**config.mk**
```make
export PLATFORM = sky130hd
export DESIGN_NAME = main_control_fsm
export DESIGN_NICKNAME = d
export VERILOG_FILES = /design/src/rtl/main_control_pkg.sv /design/src/rtl/main_control_fsm.sv
export SDC_FILE = /design/constraint.sdc
export NUM_CORES = 1
export LEC_CHECK = 0
export CAP_MARGIN = 5
export CORE_UTILIZATION = 42
export CTS_CLUSTER_DIAMETER = 150
export CTS_CLUSTER_SIZE = 24
export DETAILED_ROUTE_END_ITERATION = 6
export GPL_TIMING_DRIVEN = 0
export PLACE_DENSITY = 0.75
export SLEW_MARGIN = 20
export SYNTH_ARGS = -nofsm -noshare
export SYNTH_HDL_FRONTEND = slang
export SYNTH_SLANG_ARGS = --single-unit
```
**constraint.sdc**
```tcl
create_clock -name clk -period 2 [get_ports clk]
set_input_delay 0.4 -clock clk [delete_from_list [all_inputs] [get_ports clk]]
set_output_delay 0.4 -clock clk [all_outputs]
set_load 0.1 [all_outputs]
```
**src/rtl/main_control_pkg.sv**
```systemverilog
// Shared encodings for the multicycle RV32 control path: FSM states, opcodes,
// ALUOp codes and datapath mux selects.
package main_control_pkg;

    typedef enum logic [3:0] {
        S_FETCH    = 4'd0,
        S_DECODE   = 4'd1,
        S_MEMADR   = 4'd2,
        S_MEMREAD  = 4'd3,
        S_MEMWB    = 4'd4,
        S_MEMWRITE = 4'd5,
        S_EXECUTER = 4'd6,
        S_EXECUTEI = 4'd7,
        S_ALUWB    = 4'd8,
        S_BEQ      = 4'd9,
        S_JAL      = 4'd10
    } state_e;

    localparam logic [6:0] OP_LW   = 7'b0000011;
    localparam logic [6:0] OP_SW   = 7'b0100011;
    localparam logic [6:0] OP_R    = 7'b0110011;
    localparam logic [6:0] OP_IALU = 7'b0010011;
    localparam logic [6:0] OP_BEQ  = 7'b1100011;
    localparam logic [6:0] OP_JAL  = 7'b1101111;

    localparam logic [1:0] ALUOP_ADD  = 2'b00;
    localparam logic [1:0] ALUOP_SUB  = 2'b01;
    localparam logic [1:0] ALUOP_FUNC = 2'b10;

    // ALU operand A: PC, old PC (of the current instruction), register rs1
    localparam logic [1:0] SRCA_PC    = 2'b00;
    localparam logic [1:0] SRCA_OLDPC = 2'b01;
    localparam logic [1:0] SRCA_REG   = 2'b10;

    localparam logic [1:0] SRCB_REG  = 2'b00;
    localparam logic [1:0] SRCB_IMM  = 2'b01;
    localparam logic [1:0] SRCB_FOUR = 2'b10;

    localparam logic [1:0] RES_ALUOUT = 2'b00;
    localparam logic [1:0] RES_DATA   = 2'b01;
    localparam logic [1:0] RES_ALU    = 2'b10;

endpackage

```
**src/rtl/main_control_fsm.sv**
```systemverilog
// Moore control FSM for a multicycle RV32 subset (lw/sw/R/I/beq/jal), with a
// retired-instruction counter.
module main_control_fsm
    import main_control_pkg::*;
(
    input  logic        clk,
    input  logic        rst,
    input  logic [6:0]  opcode_in,
    input  logic        zero_in,
    output logic        PCWrite_out,
    output logic        IRWrite_out,
    output logic        RegWrite_out,
    output logic        MemWrite_out,
    output logic        AdrSrc_out,
    output logic        Branch_out,
    output logic        PCUpdate_out,
    output logic [1:0]  ResultSrc_out,
    output logic [1:0]  ALUSrcA_out,
    output logic [1:0]  ALUSrcB_out,
    output logic [1:0]  ALUOp_out,
    output logic        illegal_out,
    output logic [3:0]  state_out,
    output logic [31:0] instr_count_out
);

    state_e      state_q, state_d;
    logic [31:0] instr_count_q;
    logic        retire;
    logic        legal_op;
    logic        irwrite, regwrite, memwrite;

    assign legal_op = (opcode_in == OP_LW) || (opcode_in == OP_SW) || (opcode_in == OP_R) ||
                      (opcode_in == OP_IALU) || (opcode_in == OP_BEQ) || (opcode_in == OP_JAL);

    always_comb begin
        state_d = S_FETCH;
        case (state_q)
            S_FETCH:  state_d = S_DECODE;
            S_DECODE: begin
                case (opcode_in)
                    OP_LW, OP_SW: state_d = S_MEMADR;
                    OP_R:         state_d = S_EXECUTER;
                    OP_IALU:      state_d = S_EXECUTEI;
                    OP_BEQ:       state_d = S_BEQ;
                    OP_JAL:       state_d = S_JAL;
                    default:      state_d = S_FETCH;
                endcase
            end
            S_MEMADR:   state_d = (opcode_in == OP_LW) ? S_MEMREAD : S_MEMWRITE;
            S_MEMREAD:  state_d = S_MEMWB;
            S_EXECUTER, S_EXECUTEI, S_JAL: state_d = S_ALUWB;
            default:    state_d = S_FETCH;
        endcase
    end

    // Only the terminal states of a real instruction count; the illegal path
    // leaves DECODE straight to FETCH and is skipped.
    assign retire = (state_q == S_MEMWB) || (state_q == S_MEMWRITE) ||
                    (state_q == S_ALUWB) || (state_q == S_BEQ);

    always_ff @(posedge clk) begin
        if (rst) begin
            state_q       <= S_FETCH;
            instr_count_q <= 32'd0;
        end else begin
            state_q <= state_d;
            if (retire) instr_count_q <= instr_count_q + 32'd1;
        end
    end

    always_comb begin
        irwrite       = 1'b0;
        regwrite      = 1'b0;
        memwrite      = 1'b0;
        AdrSrc_out    = 1'b0;
        Branch_out    = 1'b0;
        PCUpdate_out  = 1'b0;
        ResultSrc_out = RES_ALUOUT;
        ALUSrcA_out   = SRCA_PC;
        ALUSrcB_out   = SRCB_REG;
        ALUOp_out     = ALUOP_ADD;
        case (state_q)
            S_FETCH: begin
                irwrite       = 1'b1;
                PCUpdate_out  = 1'b1;
                ALUSrcB_out   = SRCB_FOUR;
                ResultSrc_out = RES_ALU;
            end
            S_DECODE: begin
                ALUSrcA_out = SRCA_OLDPC;
                ALUSrcB_out = SRCB_IMM;
            end
            S_MEMADR: begin
                ALUSrcA_out = SRCA_REG;
                ALUSrcB_out = SRCB_IMM;
            end
            S_MEMREAD:  AdrSrc_out = 1'b1;
            S_MEMWB: begin
                ResultSrc_out = RES_DATA;
                regwrite      = 1'b1;
            end
            S_MEMWRITE: begin
                AdrSrc_out = 1'b1;
                memwrite   = 1'b1;
            end
            S_EXECUTER: begin
                ALUSrcA_out = SRCA_REG;
                ALUOp_out   = ALUOP_FUNC;
            end
            S_EXECUTEI: begin
                ALUSrcA_out = SRCA_REG;
                ALUSrcB_out = SRCB_IMM;
                ALUOp_out   = ALUOP_FUNC;
            end
            S_ALUWB:    regwrite = 1'b1;
            S_BEQ: begin
                ALUSrcA_out = SRCA_REG;
                ALUOp_out   = ALUOP_SUB;
                Branch_out  = 1'b1;
            end
            S_JAL: begin
                ALUSrcA_out  = SRCA_OLDPC;
                ALUSrcB_out  = SRCB_FOUR;
                PCUpdate_out = 1'b1;
            end
            default: ;
        endcase
    end

    // Reset masks every write enable immediately so an aborted instruction
    // cannot commit in the cycle reset is raised.
    assign PCWrite_out     = !rst && ((Branch_out && zero_in) || PCUpdate_out);
    assign IRWrite_out     = !rst && irwrite;
    assign RegWrite_out    = !rst && regwrite;
    assign MemWrite_out    = !rst && memwrite;
    assign illegal_out     = !rst && (state_q == S_DECODE) && !legal_op;
    assign state_out       = state_q;
    assign instr_count_out = instr_count_q;

endmodule
```
==> impl_metrics.tcl <==
set metrics [dict create \
    outcome "finished, violations left" \
    failed_checks "setup timing" \
    slew_headroom_pct 34.27 \
    fillers 319 \
    htree_levels 2 \
    start_util_pct 44.05 \
    crit_fanout 8 \
    period_share_pct 105.7 \
    min_period_ns 2.113 \
    timing.max_cap.violations 0 \
    synthFlopType "dfxtp_1" \
    synth_edf_count 0 \
    clk_latency_ns 0.29 \
    fp-row-count 24 \
    min_from "opcode_in[4]" \
    cts_hold_buf 0 \
    path_class "register to output port" \
    cts_inserted_buffers 5 \
    synth_area_sq_mm 0.001944 \
    io_buffers 61 \
    cts_tree "yes" \
    route.met3.wl_um 314 \
    fin_worst_skew_ns 0.005965 \
    ys_seq_area_share_pct 37.07 \
    post_drt_wl_per_cell_um 16.18 \
    drc 0 \
    place_hpwl_mm 3.987 \
    m1WireLength_mm 2.571 \
    overflow 0 \
    cts_buffer_depth 2 \
    place_inst 359 \
    whs_path_depth 3 \
    fmax_mhz 473.2 \
    die_area_sq_mm 0.004906 \
    gp_congestion 0.8463 \
    grt_max_degree 12 \
    num_antenna_cells 0 \
    drt-vias-per-instance 6.021 \
    clock_sinks 36 \
    r2r.worst_path.cells 5 \
    die_w_um 70.04 \
    clk_pin_slew_ns 0.07 \
    drv_slew 0 \
    antenna_left 0 \
    p_leak_nw 1.268 \
    drive_above_1_share_pct 39.57 \
    cp.required_ns 1.60 \
    yosys_warnings 0 \
    r2r-end "instr_count_out[31]$_SDFFE_PP0P_" \
    setup_ws_ns -0.1131 \
    powerDensity_mw_per_mm2 493.1 \
    first_iter_violations 108 \
    dieHeight_um 70.04 \
    yosysUniqueCellTypes 32 \
    drt_pass1_iterations 4 \
    cp_data_arrival_time_ns 1.71 \
    grt_first_pass_wirelength_mm 9.591 \
    synthesis.nets 257 \
    antenna_found_initial 0 \
    crit_path_start_kind "register" \
    min_path_type "input port to register" \
    postRouteWirelength_mm 6.115 \
    grt_util_all_layers_pct 24.27 \
    core_sq_mm 0.004414 \
    ys_async_sr_fraction_pct 0 \
    met2_length_mm 3.128 \
    finish.utilization_pct 75.34 \
    highest_layer "met4" \
    cts_root_buf "clkbuf_8" \
    syn-instance-count 246 \
    rrSetupSlack_ns -0.01 \
    peakVddDrop_mv 0.3151 \
    fin_nets 336 \
    synth.avg_cell_area_sq_um 7.904 \
    finalSetupViolCount 6 \
    worst_pin_slew_ns 0.9899 \
    syn_to_final_growth_pct 71.04 \
    io_pins 62 \
    rsz0062_at_grt "true" \
    whs_endpoint "state_out[2]$_SDFF_PP0_" \
    first_global_vias 2108 \
    timing.rr.start "state_out[3]$_SDFF_PP0_" \
    synth-seq-cells 36 \
    vias 2276 \
    post_layout_nonfiller_instances 378 \
    hold_viol 0 \
    tns_ns -0.4162 \
    critPathCaptureType "output port" \
]
logic make-up after synthesis:
| logic type | count (synthesis) | synth area share (%) |
|---|---|---|
| buffers and inverters | 25 | 4.890 |
| DFF | 36 | 37.07 |
| muxes | 2 | 1.158 |
| and+or+nand+nor | 110 | 32.30 |
| adders and majority gates | 1 | 0.6434 |
| AOI/OAI and AO/OA | 58 | 17.63 |
| xor gates and xnor gates | 14 | 6.306 |
worst max path at each step:
stage                                  startpoint          end  slack, ns  depth (start not counted)
after floorplan           state_out[3]$_SDFF_PP0_  PCWrite_out      -0.73                          5
final                     state_out[3]$_SDFF_PP0_  IRWrite_out      -0.11                          5
after global routing      state_out[3]$_SDFF_PP0_  illegal_out      -0.16                          4
after CTS                 state_out[3]$_SDFF_PP0_  illegal_out      -0.21                          4
after global placement                        rst  PCWrite_out      -1.41                          5
after detailed placement                      rst  PCWrite_out      -1.40                          5
through the flow:
step / cell area [sq um] / worst slack (ns) / power (mW) / hold slack (ns)
finish: 3326 / -0.1131 / 1.640 / 0.4244
global route: 3326 / -0.1552 / 1.707 / 0.4314
CTS: 3202 / -0.2059 / 1.645 / 0.4942
detailed placement: 2968 / -1.399 / 0.9583 / 0.4813
global placement: 2968 / -1.406 / 0.9577 / 0.4806
floorplan: 2292 / -0.7315 / 0.8938 / 0.5567
cell usage after synthesis, types with 2 or more instances:
library cell | instances | area (sq um)
a21o_1 | 2 | 15.01
a21oi_1 | 30 | 150.1
and3_1 | 4 | 25.02
and3b_1 | 2 | 17.52
and4_1 | 2 | 17.52
clkbuf_1 | 15 | 56.30
dfxtp_1 | 36 | 720.7
inv_1 | 8 | 30.03
mux2_2 | 2 | 22.52
nand2_1 | 12 | 45.04
nand2b_1 | 4 | 25.02
nand3_1 | 13 | 65.06
nand4_1 | 7 | 43.79
nor2_1 | 17 | 63.81
nor2b_1 | 2 | 12.51
nor3_1 | 10 | 50.05
nor3b_1 | 2 | 15.01
nor4_1 | 6 | 37.54
o21ai_0 | 7 | 35.03
o31ai_1 | 16 | 120.1
or3_1 | 9 | 56.30
or4_1 | 18 | 135.1
xnor2_1 | 9 | 78.83
xor2_1 | 5 | 43.79
report_power, final:
group,total [mW],switching [mW],internal (mW)
clock network,0.667,0.266,0.401
logic,0.283,0.192,0.0909
registers,0.690,0.00170,0.688
total,1.64,0.459,1.18
critical path: stages, from the launching register on:
cell       delay (ns)
dfxtp_4          0.38
clkbuf_16        0.17
or3_4            0.36
buf_4            0.15
nor3_4           0.15
buf_12           0.20
placed cells by master, fill, tap and decap left out, drive strengths merged, types with 2 or more instances in the layout:
cell type      Yosys  layout
a21o               2       2
a21oi             30      30
and3               4       4
and3b              2       2
and4               2       2
buf                2      33
clkbuf            15      20
clkdlybuf4s15      0       4
clkdlybuf4s50      0       3
dfxtp             36      36
dlygate4sd2        0      32
dlymetal6s2s       0       3
inv                8       7
mux2               2       2
nand2             12      12
nand2b             4       4
nand3             13      13
nand4              7       7
nor2              17      17
nor2b              2       2
nor3              10      10
nor3b              2       2
nor4               6       6
o21ai              7       7
o31ai             16      16
or3                9       9
or4               18      18
xnor2              9       9
xor2               5       5
layer usage:
layer  vias to the layer above  GRT usage, %
li1                       1081             -
met2                        76         41.24
met3                        13         6.349
met1                      1106         29.81
met4                         0         7.778
met5                         -             0
cell type report:
class / count / area (sq um) / area share [%]
sequential: 36 / 817.0 / 24.57
timing repair buffer: 74 / 730.7 / 21.97
clock inverter: 2 / 33.78 / 1.016
multi-input combinational: 185 / 1433 / 43.08
buffer: 15 / 130.1 / 3.913
tap: 52 / 65.06 / 1.956
clock buffer: 6 / 82.58 / 2.483
inverter: 8 / 33.78 / 1.016
sequential cells by signal (all words and copies together), names as in the netlist:
name,count
instr_count_out,32
state_out,4
what timing repair did:
item                       CTS  global route
setup buffers               11             2
pin swaps                    6             7
resized for setup          169            47
setup endpoints to repair   63            28
Power figures use the tool's default switching activity.
